## config.mk

```make
export PLATFORM = sky130hd
export DESIGN_NAME = sweep_sequencer
export DESIGN_NICKNAME = d
export VERILOG_FILES = /design/src/rtl/sweep_seq_pkg.sv /design/src/rtl/sweep_seq_table.sv /design/src/rtl/sweep_sequencer.sv
export SDC_FILE = /design/constraint.sdc
export NUM_CORES = 1
export LEC_CHECK = 0
export ABC_AREA = 1
export CAP_MARGIN = 30
export CELL_PAD_IN_SITES_DETAIL_PLACEMENT = 0
export CELL_PAD_IN_SITES_GLOBAL_PLACEMENT = 1
export CORE_MARGIN = 2
export CORE_UTILIZATION = 46
export DETAILED_ROUTE_END_ITERATION = 6
export MAX_ROUTING_LAYER = met4
export PLACE_DENSITY = 0.84
export REMOVE_ABC_BUFFERS = 1
export SYNTH_ARGS = -nofsm -noshare
export SYNTH_HDL_FRONTEND = slang
export SYNTH_HIERARCHICAL = 1
export SYNTH_SLANG_ARGS = --single-unit
```

## constraint.sdc

```tcl
create_clock -name clk -period 5.6 [get_ports clk]
set_input_delay 0.56 -clock clk [delete_from_list [all_inputs] [get_ports clk]]
set_output_delay 0.56 -clock clk [all_outputs]
set_load 0.05 [all_outputs]
```

## src/rtl/sweep_seq_pkg.sv

```systemverilog
// Shared definitions for the sweep segment sequencer: field widths,
// sweep mode codes, sequencer states and the segment table entry layout.
package sweep_seq_pkg;

  localparam int BASE_W  = 20;
  localparam int MODE_W  = 2;
  localparam int RANGE_W = 17;
  localparam int SPEED_W = 13;
  localparam int DWELL_W = 16;
  localparam int ENTRY_W = BASE_W + MODE_W + RANGE_W + SPEED_W + DWELL_W;

  // Base frequency presented to sweep_controller before any segment has run
  localparam logic [BASE_W-1:0] BASE_RST = 20'd100000;

  typedef enum logic [MODE_W-1:0] {
    SWEEP_NONE   = 2'b00,
    SWEEP_LINEAR = 2'b01,
    SWEEP_SINE   = 2'b10
  } sweep_mode_e;

  typedef enum logic [1:0] {
    ST_IDLE  = 2'b00,
    ST_FETCH = 2'b01,
    ST_LOAD  = 2'b10,
    ST_RUN   = 2'b11
  } seq_state_e;

  // One segment as stored in the table (68 bits)
  typedef struct packed {
    logic [BASE_W-1:0]  base;
    logic [MODE_W-1:0]  mode;
    logic [RANGE_W-1:0] span;
    logic [SPEED_W-1:0] speed;
    logic [DWELL_W-1:0] dwell;
  } seg_entry_t;

endpackage

```

## src/rtl/sweep_seq_table.sv

```systemverilog
// Segment table: DEPTH entries, one write port and one registered read port.
// A read and a write to the same entry in the same cycle return the old data.
module sweep_seq_table
  import sweep_seq_pkg::*;
#(
  parameter int DEPTH = 8,
  parameter int AW    = $clog2(DEPTH)
) (
  input  logic          clk,
  input  logic          wr_en,
  input  logic [AW-1:0] wr_addr,
  input  seg_entry_t    wr_data,
  input  logic          rd_en,
  input  logic [AW-1:0] rd_addr,
  output seg_entry_t    rd_data_p1
);

  seg_entry_t mem [DEPTH];

  // Table write, allowed in every sequencer state
  always_ff @(posedge clk) begin
    if (wr_en) begin
      mem[wr_addr] <= wr_data;
    end
  end

  // Registered read; sees the array contents from before this edge's write
  always_ff @(posedge clk) begin
    if (rd_en) begin
      rd_data_p1 <= mem[rd_addr];
    end
  end

endmodule

```

## src/rtl/sweep_sequencer.sv

```systemverilog
// Steps through a table of sweep segments and presents each segment's
// configuration to sweep_controller as one atomic update per segment.
module sweep_sequencer
  import sweep_seq_pkg::*;
#(
  parameter int DEPTH      = 8,
  parameter int CLK_PER_MS = 100000,
  parameter int AW         = $clog2(DEPTH)
) (
  input  logic               clk,
  input  logic               rst,
  input  logic               wr_en,
  input  logic [AW-1:0]      wr_addr,
  input  logic [BASE_W-1:0]  wr_base,
  input  logic [MODE_W-1:0]  wr_mode,
  input  logic [RANGE_W-1:0] wr_range,
  input  logic [SPEED_W-1:0] wr_speed,
  input  logic [DWELL_W-1:0] wr_dwell,
  input  logic [AW:0]        num_segments,
  input  logic               loop_en,
  input  logic               start,
  input  logic               stop,
  output logic [BASE_W-1:0]  base_freq_o,
  output logic [MODE_W-1:0]  sweep_mode_o,
  output logic [RANGE_W-1:0] sweep_range_o,
  output logic [SPEED_W-1:0] sweep_speed_o,
  output logic [AW-1:0]      seg_idx,
  output logic               busy,
  output logic               seg_start,
  output logic               done
);

  localparam int PW = (CLK_PER_MS > 1) ? $clog2(CLK_PER_MS) : 1;
  localparam logic [PW-1:0] PRESC_LAST = PW'(CLK_PER_MS - 1);
  localparam logic [AW:0]   DEPTH_CNT  = (AW+1)'(DEPTH);

  // Reserved mode code 11 is presented as "no sweep"
  function automatic logic [MODE_W-1:0] sat_mode(input logic [MODE_W-1:0] m);
    logic [MODE_W-1:0] r;
    r = m;
    if (m == 2'b11) begin
      r = SWEEP_NONE;
    end
    return r;
  endfunction

  // A zero dwell would never expire; run it as one ms instead
  function automatic logic [DWELL_W-1:0] sat_dwell(input logic [DWELL_W-1:0] d);
    return (d == '0) ? DWELL_W'(1) : d;
  endfunction

  // Segment count cannot exceed the table size
  function automatic logic [AW:0] clamp_count(input logic [AW:0] n);
    return (n > DEPTH_CNT) ? DEPTH_CNT : n;
  endfunction

  seq_state_e         state_q, state_d;
  logic [AW:0]        seg_cnt_q;
  logic [PW-1:0]      presc_q;
  logic [DWELL_W-1:0] dwell_q;
  seg_entry_t         wr_entry;
  seg_entry_t         rd_data_p1;
  logic               rd_en;
  logic               tick, seg_end, last_seg;
  logic               accept, load, run_step, adv, wrap, finish, abort;

  assign wr_entry = {wr_base, wr_mode, wr_range, wr_speed, wr_dwell};
  assign rd_en    = (state_q == ST_FETCH);
  assign busy     = (state_q != ST_IDLE);
  assign tick     = (presc_q == PRESC_LAST);
  assign seg_end  = tick && (dwell_q == DWELL_W'(1));
  assign last_seg = (({1'b0, seg_idx} + (AW+1)'(1)) == seg_cnt_q);

  sweep_seq_table #(
    .DEPTH (DEPTH),
    .AW    (AW)
  ) u_table (
    .clk        (clk),
    .wr_en      (wr_en),
    .wr_addr    (wr_addr),
    .wr_data    (wr_entry),
    .rd_en      (rd_en),
    .rd_addr    (seg_idx),
    .rd_data_p1 (rd_data_p1)
  );

  // Sequencer state register
  always_ff @(posedge clk) begin
    if (rst) begin
      state_q <= ST_IDLE;
    end else begin
      state_q <= state_d;
    end
  end

  // Next state and per-cycle actions; stop outranks start and segment advance
  always_comb begin
    state_d  = state_q;
    accept   = 1'b0;
    load     = 1'b0;
    run_step = 1'b0;
    adv      = 1'b0;
    wrap     = 1'b0;
    finish   = 1'b0;
    abort    = 1'b0;
    case (state_q)
      ST_IDLE: begin
        if (start && !stop && (num_segments != '0)) begin
          accept  = 1'b1;
          state_d = ST_FETCH;
        end
      end
      ST_FETCH: begin
        if (stop) begin
          abort   = 1'b1;
          state_d = ST_IDLE;
        end else begin
          state_d = ST_LOAD;
        end
      end
      ST_LOAD: begin
        if (stop) begin
          abort   = 1'b1;
          state_d = ST_IDLE;
        end else begin
          load    = 1'b1;
          state_d = ST_RUN;
        end
      end
      ST_RUN: begin
        if (stop) begin
          abort   = 1'b1;
          state_d = ST_IDLE;
        end else begin
          run_step = 1'b1;
          if (seg_end) begin
            if (!last_seg) begin
              adv     = 1'b1;
              state_d = ST_FETCH;
            end else if (loop_en) begin
              wrap    = 1'b1;
              state_d = ST_FETCH;
            end else begin
              finish  = 1'b1;
              state_d = ST_IDLE;
            end
          end
        end
      end
      default: state_d = ST_IDLE;
    endcase
  end

  // Output configuration, segment index, dwell timing and status pulses
  always_ff @(posedge clk) begin
    if (rst) begin
      base_freq_o   <= BASE_RST;
      sweep_mode_o  <= SWEEP_NONE;
      sweep_range_o <= '0;
      sweep_speed_o <= '0;
      seg_idx       <= '0;
      seg_cnt_q     <= '0;
      presc_q       <= '0;
      dwell_q       <= '0;
      seg_start     <= 1'b0;
      done          <= 1'b0;
    end else begin
      seg_start <= load;
      done      <= finish;
      if (accept) begin
        seg_idx   <= '0;
        seg_cnt_q <= clamp_count(num_segments);
      end
      // --- stage p1 -> outputs: table read data becomes the live config ---
      if (load) begin
        base_freq_o   <= rd_data_p1.base;
        sweep_mode_o  <= sat_mode(rd_data_p1.mode);
        sweep_range_o <= rd_data_p1.span;
        sweep_speed_o <= rd_data_p1.speed;
        dwell_q       <= sat_dwell(rd_data_p1.dwell);
        presc_q       <= '0;
      end
      if (run_step) begin
        if (tick) begin
          presc_q <= '0;
          dwell_q <= dwell_q - DWELL_W'(1);
        end else begin
          presc_q <= presc_q + PW'(1);
        end
      end
      if (adv) begin
        seg_idx <= seg_idx + AW'(1);
      end
      if (wrap) begin
        seg_idx <= '0;
      end
      // Leaving for IDLE quiets the sweep but keeps the last base frequency
      if (finish || abort) begin
        sweep_mode_o  <= SWEEP_NONE;
        sweep_range_o <= '0;
        sweep_speed_o <= '0;
      end
    end
  end

endmodule
```

* Word-level counts from Yosys, hierarchy flattened
Memory sizes are Yosys's and may differ from the RTL's. A register that Yosys moved wholly into a read port is not among the register bits.
Cells that the tools add are included.
** Cells by class
- $add $sub $neg :: 4
- Multiply operators :: 0
- Divide/modulo/power cells :: 0
- $lt $le $gt $ge :: 1
- Equal/unequal tests :: 9
- Shift-type cells :: 0
- Mux-type cells :: 42
- Bitwise operators :: 0
- Reductions and logical operators :: 15
** Operators by type and width (count)
- 2-to-1 mux 16 bit :: 4
- 2-to-1 mux 17 bit :: 3
- 2-to-1 mux 1 bit :: 25
- adder 17 x 1 -> 17 bit, second input constant :: 1
- == test 17 bit, second input constant :: 1
- == test 16 x 1 -> 1 bit, second input constant :: 1
- logical NOT 16 bit :: 1
- subtractor 16 x 1 -> 16 bit, second input constant :: 1
- 2-to-1 mux 2 bit :: 6
- one-hot mux 2 bit (4 select lines) :: 1
- == test 2 bit, second input constant :: 3
- 2-to-1 mux 3 bit :: 2
- nonzero test 2 bit :: 3
- adder 3 x 1 -> 4 bit, second input constant :: 1
- == test 4 bit :: 1
- greater-than comparator 4 bit, second input constant :: 1
- 2-to-1 mux 4 bit :: 1
- nonzero test 4 bit :: 1
- OR reduction 2 bit :: 2
- adder 3 x 1 -> 3 bit, second input constant :: 1
- logical AND 1 bit :: 3
- inequality test 3 bit, second input constant :: 1
- OR reduction 3 bit :: 1
- == test 2 x 1 -> 1 bit, second input constant :: 1
- 5 further kinds :: 5
** Word-level totals
- Bits in registers :: 96
- Latch bits :: 0
- Memory bits (writable) :: 544
- ROM bits :: 0
- Input bits :: 81
- Word-level logic and storage cells :: 83
- Memories kept :: 1
** Memories
- u_table.mem :: words 8, width 68, rd ports 1, clocked after Yosys merged registers in 1, write ports 1, line sweep_seq_table.sv:18 : seg_entry_t mem [DEPTH];

* Logic depth before layout (Yosys ltp)
Gate-level depths: netlist of the first run.
- Word-level depth :: 8
- Mapped depth :: 12

* By module
The synthesis of the first run kept the hierarchy.
** Modules (own cells, without submodules)
- sweep_seq_table :: instances 1, cells each 2436, area each 25695.9 sq um
- sweep_sequencer :: instances 1, cells each 666, area each 4702.0 sq um

* Worst setup path after synthesis of the first run
OpenSTA, ideal clock, no wires.
- Kind :: input to register
- Start :: in wr_addr[0]
- End :: mem u_table/mem[0][0] (netlist bit), enable pin
- Arrival time :: 3.543 ns
- Data required time :: 5.105 ns
- Slack :: 1.562 ns
- Stages :: 3
- Path buffers :: 0
- Path through :: inv_1 nand2_1 nor2_1
** RTL lines
- start, declared :: line sweep_sequencer.sv:13 : input logic [AW-1:0] wr_addr,
- end, declared :: line sweep_seq_table.sv:18
No word-level cell before the write port.

* Worst setup path in the final report of the first run
- Start :: reg seg_idx[0]
- End :: out seg_idx[0]
** RTL lines
- start, declared :: line sweep_sequencer.sv:27 : output logic [AW-1:0] seg_idx,
- start signal, assigned :: line sweep_sequencer.sv:192 : seg_idx <= seg_idx + AW'(1);
No word-level cell between the ends.

==> metrics.csv, run 1 <==
stage,metric,value,unit
final_layout,drive_gt1_frac,0.0649,
setup_path,critPathSlowestCell,clkdlybuf4s50_1,
yosys,yosysUniqueCellTypes,42,
placement,place_congestion,0.800,
die,ios,139,
yosys,yosysTopAreaCellShare,0.605,
timing,clock_skew,0.0193,ns
die,rows,94,
die,die_x,261,µm
timing,fin_tns_setup,0,ns
clock_network,insertion_delay,0.61,ns
detailed_routing,vias,19974,
final_layout,nNetsFinal,3304,
clock_network,cts_root_buf,clkbuf_16,
setup_path,crit_chain,buf_12 > clkdlybuf4s50_1,
timing,slew_headroom,0.344,
die,coreArea,65600,µm²
timing,finalSetupViolations,0,
setup_path,cp.arrival,2.45,ns
clock_network,htree_levels,3,
detailed_routing,drc_errors,0,
timing,fmax,332,MHz
setup_path,crit_path_end_kind,primary output,
detailed_routing,avgViaCountPerCell,4.81,
yosys,synthFlopType,edfxtp_1,
detailed_routing,drt_first_pass_iters,5,
die,initial_core_util,0.463,
clock_network,hold_buffers,0,
die,dieArea,68200,µm²
yosys,ys_ff_latch,708,
setup_path,startpoint_type,register,
placement,portBuffers,138,
detailed_routing,dr.first_iter.drc_count,1430,
pwr,p_leak,15.0,nW
timing,fin_crit_sh,0.537,
setup_path,path_class,register to primary output,
setup_path,path_max_fanout,117,
detailed_routing,wl,67.8,mm
global_route,antenna_found_initial,3,
setup_path,worst_ep_required_time,5.04,ns
final_layout,final_cell_mix,"nand2_1, edfxtp_1, inv_1",
clock_network,cts_tree,built,
placement,place_hpwl,36.5,mm
timing,hold_viol,0,
global_route,grt_pass1_wl,106,mm
yosys,syn_area,30400,µm²
yosys,synthCells,3102,
yosys,synth_warnings,6,
setup_path,critPathMaxStageDelay,0.92,ns
yosys,synth_edf_count,612,
detailed_routing,ant_nets,0,
clock_network,clkTransAtPathRegs,0.05,ns
global_route,grt_usage,0.207,
global_route,grt_pass1_vias,19009,
yosys,avgSynthCellArea,9.80,µm²
clock_network,cts_sinks,708,
pwr,ir_worst_vdd,0.210,mV
clock_network,clockBufferDepth,3,
detailed_routing,wl_per_cell,16.3,µm
yosys,synthArstFlopShare,0,
timing,rsz0062_at_grt,no,
outcome,status,finished clean,
final_layout,syn_to_final_growth,15.4,%
yosys,synth-seq-area-share,0.668,
clock_network,post_cts_buffers,0,
clock_network,cts_made_buffers,76,
timing,drv_slew,0,
final_layout,final_common_cell,nand2_1,
global_route,grt_max_degree,142,
yosys,yosys.area.top_type,edfxtp_1,
global_route,overflow,0,
pwr,p_per_area,324,nW/µm²
timing,min_period,3.01,ns
clock_network,post_cts_resized,0,
timing,whs,0.457,ns
run,max-cap-violations,0,
hold_path,hp-class,register to register,
die,dieHeight,261,µm
yosys,netlist_top_cells_area,"edfxtp_1, nand2_1, inv_1, dfxtp_1, nand3_1",
timing,worst_pin_slew,0.983,ns
final timing paths:
kind                                     start                endpoint  slack, ns  cells past startpoint
worst max-delay path                seg_idx[0]              seg_idx[0]       2.59                      2
worst min-delay path            base_freq_o[7]          base_freq_o[7]       0.46                      2
worst max register to register      seg_idx[0]  u_table/rd_data_p1[30]       2.80                      7
worst min register to register  base_freq_o[7]          base_freq_o[7]       0.46                      2
cell type report:
class	instances	area (µm²)
tap	864	1080
clock buffer	113	2180
antenna	4	10.0
clock inverter	29	294
fill	5779	30500
sequential	708	20300
inverter	606	2290
multi-input combinational	1657	7200
timing repair buffer	170	1720
registers in the layout, indices dropped and copies added, names as in the netlist:
signal              flops
u_table/mem           544
u_table/rd_data_p1     68
base_freq_o            20
presc_q                17
sweep_range_o          17
dwell_q                16
sweep_speed_o          13
seg_cnt_q               4
seg_idx                 3
state_q                 2
sweep_mode_o            2
done                    1
seg_start               1
Yosys cell counts (3+ instances only):
cell,number
a21oi_1,35
a21oi_2,30
a31oi_1,7
buf_1,10
buf_12,3
buf_2,80
buf_4,12
clkbuf_1,25
clkinv_1,3
dfxtp_1,96
edfxtp_1,612
ha_1,4
inv_1,593
inv_2,10
nand2_1,1076
nand2_2,6
nand3_1,308
nand4_1,8
nor2_1,95
nor2_2,4
nor2_4,3
nor3_1,4
o21ai_0,47
o21ai_1,6
xor2_1,4
per-layer routing:
metal / track usage / vias to the layer above / part of all wire
met4: 0.0513 / 0 / 0.015
li1: - / 10030 / -
met2: 0.337 / 441 / 0.48
met3: 0.0314 / 91 / 0.054
met1: 0.274 / 9412 / 0.45
met5: - / - / 0
per-stage QoR:
step	power, mW	cell area [µm²]	std cells	utilization	worst slack [ns]
after floorplan	6.32	29700	2971	-	-5.09
after global routing	11.7	35100	4150	0.535	2.54
after CTS	11.5	35100	4147	0.534	2.57
after detailed placement	6.55	32600	4005	0.497	2.48
after global placement	6.54	32500	4002	0.496	2.48
final	11.4	35100	4151	0.535	2.59
power breakdown:
part / switching [mW] / internal, mW / total (mW)
Clock: 1.99 / 2.94 / 4.93
Sequential: 0.0515 / 5.92 / 5.97
Combinational: 0.316 / 0.147 / 0.463
Total: 2.36 / 9.01 / 11.4
cell families after synthesis:
kind of cell / share of synthesized area
AND/OR/NAND/NOR: 0.204
buffers and inverters: 0.0976
flip-flops: 0.668
AO/OA/AOI/OAI: 0.0267
XOR/XNOR: 0.00173
adder cells (fa/ha/maj): 0.00165
worst max-delay path: cells and delay by family, from the launching register on:
kind | cells | cell delay, ns
buffers and inverters | 2 | 1.32
DFF | 1 | 0.39
Note: power is estimated with default switching activity, not from simulation.
==> run 2: changes to the inputs <==
clock period = 2.9 ns   (was 5.6 ns; I/O delays follow)
==> metrics.csv, run 2 (same netlist as run 1, synthesis figures left out) <==
stage,metric,value,unit,change
outcome,status,finished clean,,
timing,min_period,2.51,ns,
global_route,grt_pass1_vias,19049,,+0.21%
setup_path,path_max_fanout,23,,-80%
setup_path,timing.rr.end,sweep_range_o[12],,
final_layout,final_cell_mix,"nand2_1, edfxtp_1, inv_1",,
run,max-cap-violations,0,,unchanged
detailed_routing,avgViaCountPerCell,4.77,,-0.80%
timing,rsz0062_at_grt,no,,
detailed_routing,vias,19900,,-0.37%
final_layout,nNetsFinal,3321,,+0.51%
detailed_routing,dr.first_iter.drc_count,1460,,+2.1%
global_route,grt_max_degree,87,,-39%
global_route,overflow,0,,unchanged
clock_network,insertion_delay,0.60,ns,about the same
global_route,antenna_found_initial,12,,+9
placement,place_ws,0.668,ns,-1.81 ns
die,dieHeight,261,µm,unchanged
global_route,met1_usage,0.284,,+0.0100
global_route,grt_busiest_layer,met2,,
timing,finalSetupViolations,0,,unchanged
placement,dpl_cell_area,32900,µm²,+1.0%
placement,place_hpwl,36.9,mm,+1.1%
final_layout,design_area,35600,µm²,+1.3%
timing,drv_slew,0,,unchanged
hold_path,holdPathStages,3,,+1
final_layout,post-route-util,0.542,,+0.00715
global_route,grt_pass1_wl,108,mm,+2.4%
detailed_routing,drt_first_pass_iters,5,,unchanged
setup_path,ff2ff_path_depth,11,,+4
setup_path,startpoint_type,register,,
timing,worst_pin_slew,0.685,ns,-0.299 ns
detailed_routing,wl_per_cell,16.6,µm,+1.7%
clock_network,post_cts_buffers,0,,unchanged
setup_path,ff2ff_setup_slack,0.74,ns,-2.06 ns
placement,place_congestion,0.827,,+3.5%
setup_path,critPathSlowestCell,clkdlybuf4s50_1,,
pwr,ir_worst_vdd,0.403,mV,+92%
clock_network,hold_buffers,0,,unchanged
die,dieArea,68200,µm²,unchanged
setup_path,path_class,register to primary output,,
final_layout,syn_to_final_growth,16.9,%,
clock_network,cts_sinks,708,,unchanged
timing,fmax,398,MHz,
setup_path,crit_family,buffers and inverters,,
setup_path,r2r_start,seg_idx[1],,
setup_path,worst_ep_required_time,2.61,ns,-2.43 ns
clock_network,htree_levels,3,,unchanged
clock_network,clockBufferDepth,3,,unchanged
die,die_x,261,µm,unchanged
setup_path,crit_path_end_kind,primary output,,
final_layout,stdcell_count,4169,,+0.43%
final_layout,reg_top3,"u_table/mem x544, u_table/rd_data_p1 x68, base_freq_o x20",,
final_layout,largest_reg_flops,544,,unchanged
timing,hold_viol,0,,unchanged
setup_path,critPathMaxStageDelay,0.91,ns,about the same
hold_path,hp-class,input pin to register,,
setup_path,path_buf_inv,1,,-1
setup_path,cp.arrival,2.22,ns,-0.23 ns
clock_network,clkTransAtPathRegs,0.06,ns,about the same
timing,setup_slack,0.387,ns,-2.20 ns
setup_path,crit_chain,clkdlybuf4s50_1,,
die,initial_core_util,0.463,,unchanged
pwr,p_leak,15.2,nW,+1.4%
final_layout,drive_gt1_frac,0.0726,,+0.00768
global_route,grt_usage,0.215,,+0.00757
global_route,gr-usage-met3,0.0355,,+0.00416
detailed_routing,drc_errors,0,,unchanged
clock_network,cts_tree,built,,
timing,fin_tns_setup,0,ns,unchanged
timing,slew_headroom,0.544,,+0.199
detailed_routing,wl,69.2,mm,+2.1%
clock_network,cts_root_buf,clkbuf_16,,
die,rows,94,,unchanged
global_route,use_met2,0.342,,+0.00494
timing,clock_skew,0.0177,ns,-0.00155 ns
placement,placedCellCount,4023,,+0.45%
hold_path,hp-start,num_segments[1],,
clock_network,post_cts_resized,0,,unchanged
die,coreArea,65600,µm²,unchanged
pwr,p_per_area,630,nW/µm²,+94%
placement,portBuffers,138,,unchanged
final_layout,final_common_cell,nand2_1,,
detailed_routing,ant_nets,0,,unchanged
die,ios,139,,unchanged
hold_path,whs_endpoint,seg_cnt_q[1],,
clock_network,cts_made_buffers,75,,-1.3%
final_layout,regMostFlops,u_table/mem,,
timing,fin_crit_sh,0.866,,
## run 2: report_power, final
part           switching [mW]  total (mW)  internal (mW)
clock                    3.84        9.97           6.13
sequential             0.0987        11.5           11.4
combinational           0.618       0.914          0.297
## run 2: cell type report
class,instances,area (µm²)
Clock buffer,97,2120
Antenna cell,11,27.5
Sequential cell,708,20300
Fill cell,5670,30100
Timing Repair Buffer,188,2050
Tap cell,864,1080
Inverter,606,2290
Clock inverter,38,475
Multi-Input combinational cell,1657,7200
## run 2: how the worst max path moves through the flow
stage                       endpoint  cells after the start  slack, ns       start
2_1_floorplan  u_table/rd_data_p1[0]                      6      -7.79  seg_idx[0]
3_3_place_gp       sweep_range_o[11]                     11       0.72  seg_idx[1]
3_5_place_dp       sweep_range_o[12]                      7       0.67        stop
4_1_cts                   seg_idx[2]                      1       0.37  seg_idx[2]
5_1_grt                         busy                      3       0.33  state_q[1]
6_report                  seg_idx[2]                      1       0.39  seg_idx[2]
## run 2: routing by layer
layer  part of all wire  vias to the layer above
met5                  0                        -
met4              0.020                        0
li1                   -                    10067
met2               0.47                      448
met1               0.45                     9303
met3              0.056                       82
## run 2: per-stage QoR
step                      hold WS [ns]  power (mW)
after detailed placement         0.449        12.7
final                            0.291        22.4
after global placement           0.450        12.6
after floorplan                  0.359        12.2
after global routing             0.304        23.1
after CTS                        0.267        22.6
==> run 3: changes to the inputs <==
DONT_BUFFER_PORTS = 1   (was not set)
PLACE_DENSITY = 0.81   (was 0.84)
==> metrics.csv, run 3 (same netlist as run 1, synthesis figures left out) <==
stage,metric,value,unit,change
outcome,status,finished clean,,
clock_network,cts_root_buf,clkbuf_16,,
setup_path,critPathSlowestCell,dlygate4sd3_1,,
setup_path,ff2ff_setup_slack,0.76,ns,+0.02 ns
setup_path,path_buf_inv,1,,unchanged
die,rows,94,,unchanged
global_route,grt_max_degree,161,,+85%
timing,worst_pin_slew,0.932,ns,+0.248 ns
global_route,antenna_found_initial,7,,-5
final_layout,syn_to_final_growth,14.6,%,
clock_network,cts_tree,built,,
run,max-cap-violations,0,,unchanged
timing,setup_slack,0.760,ns,+0.373 ns
clock_network,cts_made_buffers,76,,+1.3%
pwr,p_switching,4.67,mW,+2.6%
setup_path,startpoint_type,register,,
placement,placedCellCount,3872,,-3.8%
die,die_x,261,µm,unchanged
setup_path,worstSetupPathDepth,6,,+5
clock_network,htree_levels,3,,unchanged
timing,clock_skew,0.0220,ns,+0.00427 ns
setup_path,cp-endpoint,seg_cnt_q[0],,
timing,slew_headroom,0.378,,-0.165
final_layout,stdcell_count,4100,,-1.7%
pwr,pwr-share-seq,0.528,,+0.014
global_route,met1_usage,0.269,,-0.0151
global_route,grt_busiest_layer,met2,,
setup_path,cp.arrival,2.68,ns,+0.46 ns
final_layout,drive_gt1_frac,0.0691,,-0.00349
detailed_routing,drt_first_pass_iters,5,,unchanged
detailed_routing,wl_per_cell,17.3,µm,+4.0%
pwr,power_frac_comb,0.037,,-0.004
setup_path,crit_path_end_kind,register,,
setup_path,ff2ff_path_depth,6,,-5
final_layout,largest_reg_flops,544,,unchanged
die,dieArea,68200,µm²,unchanged
detailed_routing,drc_errors,0,,unchanged
detailed_routing,vias,20346,,+2.2%
setup_path,crit_family,simple AND/OR/NAND/NOR gates,,
final_layout,final_common_cell,nand2_1,,
setup_path,crit_chain,nor2_1 > nand4_1 > nor2_1 > nand2_1 > dlygate4sd3_1 > a21oi_1,,
setup_path,r2r_start,state_q[0],,
setup_path,cpMostUsedCell,nor2_1,,
clock_network,insertion_delay,0.63,ns,+0.03 ns
detailed_routing,avgViaCountPerCell,4.96,,+4.0%
die,dieHeight,261,µm,unchanged
placement,place_hpwl,37.7,mm,+2.0%
timing,rsz0062_at_grt,no,,
global_route,use_met2,0.356,,+0.0148
global_route,grt_usage,0.216,,+0.00174
die,initial_core_util,0.463,,unchanged
setup_path,worst_ep_required_time,3.44,ns,+0.83 ns
global_route,grt_pass1_wl,110,mm,+1.3%
final_layout,regMostFlops,u_table/mem,,
setup_path,timing.rr.end,seg_cnt_q[0],,
detailed_routing,wl,70.7,mm,+2.2%
clock_network,clkTransAtPathRegs,0.06,ns,about the same
placement,dpl_cell_area,31500,µm²,-4.3%
global_route,grt_pass1_vias,20054,,+5.3%
timing,min_period,2.14,ns,-0.373 ns
final_layout,nNetsFinal,3251,,-2.1%
timing,fin_crit_sh,0.738,,-0.129
die,ios,139,,unchanged
global_route,gr-usage-met3,0.0417,,+0.00619
hold_path,hp-class,input pin to register,,
pwr,p_sw_frac,0.213,,+0.00959
placement,place_congestion,0.796,,-3.8%
detailed_routing,dr.first_iter.drc_count,1461,,+0.068%
pwr,ir_worst_vdd,0.393,mV,-2.5%
placement,place_ws,0.766,ns,+0.0986 ns
global_route,overflow,0,,unchanged
pwr,p_int,17.3,mW,-3.2%
timing,fmax,467,MHz,+17%
pwr,p_per_area,630,nW/µm²,about the same
timing,fin_tns_setup,0,ns,unchanged
clock_network,clockBufferDepth,3,,unchanged
clock_network,cts_sinks,708,,unchanged
timing,hold_viol,0,,unchanged
placement,portBuffers,0,,-100%
final_layout,reg_top3,"u_table/mem x544, u_table/rd_data_p1 x68, base_freq_o x20",,
setup_path,setup.worst_path.start,state_q[0],,
detailed_routing,ant_nets,0,,unchanged
hold_path,holdPathStages,2,,-1
pwr,clockPowerShare,0.435,,-0.010
setup_path,path_max_fanout,8,,-65%
setup_path,critPathMaxStageDelay,0.57,ns,-0.34 ns
timing,finalSetupViolations,0,,unchanged
timing,drv_slew,0,,unchanged
final_layout,design_area,34800,µm²,-2.0%
pwr,p_leak,14.9,nW,-1.8%
setup_path,path_class,register to register,,
pwr,p_total,21.9,mW,-2.0%
final_layout,final_cell_mix,"nand2_1, edfxtp_1, inv_1",,
die,coreArea,65600,µm²,unchanged
[run 3: cell types whose count changed in the layout (fill, tap and decap cells not counted), sizes merged]
cell,previous run,this run
clkdlybuf4s50,137,0
dlygate4sd3,0,79
clkbuf,97,113
buf,51,38
bufinv,11,4
diode,11,7
clkinv,25,22
clkinvlp,3,1
inv,605,607
[run 3: repair_timing]
action / in CTS / in global routing
gates resized for setup: 0 / 0
buffers inserted: 0 / 0
setup endpoints to repair: 0 / 0
hold buffers: 79 / 0
endpoints found under the hold margin: 563 / 0
[run 3: how the worst min path moves through the flow]
stage | endpoint | start | slack, ns
finish | u_table/mem[6][24] | wr_addr[1] | 0.08
global route | u_table/mem[6][24] | wr_addr[1] | 0.1
CTS | u_table/mem[6][24] | wr_addr[1] | 0.06
detailed placement | presc_q[14] | rst | 0.37
global placement | presc_q[5] | rst | 0.37
floorplan | presc_q[11] | rst | 0.36
[run 3: cell type report]
type | count | area [µm²]
clock buffers | 113 | 2170
well taps | 864 | 1080
inverters | 606 | 2280
fillers | 5618 | 30800
flip-flops and latches | 708 | 20300
repair buffers | 117 | 1450
diodes | 7 | 17.5
clock inverters | 28 | 324
multi-input cells | 1657 | 7200
[run 3: through the flow]
| step | util | hold slack [ns] |
|---|---|---|
| after detailed placement | 0.480 | 0.369 |
| after CTS | 0.530 | 0.0623 |
| after global placement | 0.480 | 0.368 |
| after floorplan | - | 0.359 |
| final | 0.531 | 0.0825 |
| after global routing | 0.531 | 0.0980 |
[run 3: routing by layer]
metal  up-vias  wire [µm]
li1       9917          -
met1      9807      30200
met2       495      34400
met3       127       4470
met4         0       1700
met5         -          0
[run 3: power groups by stage]
stage / sequential, mW / clock, mW / combinational [mW]
3_3_place_gp: 11.8 / 0 / 0.619
2_1_floorplan: 11.8 / 0 / 0.407
5_1_grt: 11.6 / 10.1 / 0.916
4_1_cts: 11.6 / 9.72 / 0.826
3_5_place_dp: 11.8 / 0 / 0.638
6_report: 11.6 / 9.55 / 0.815
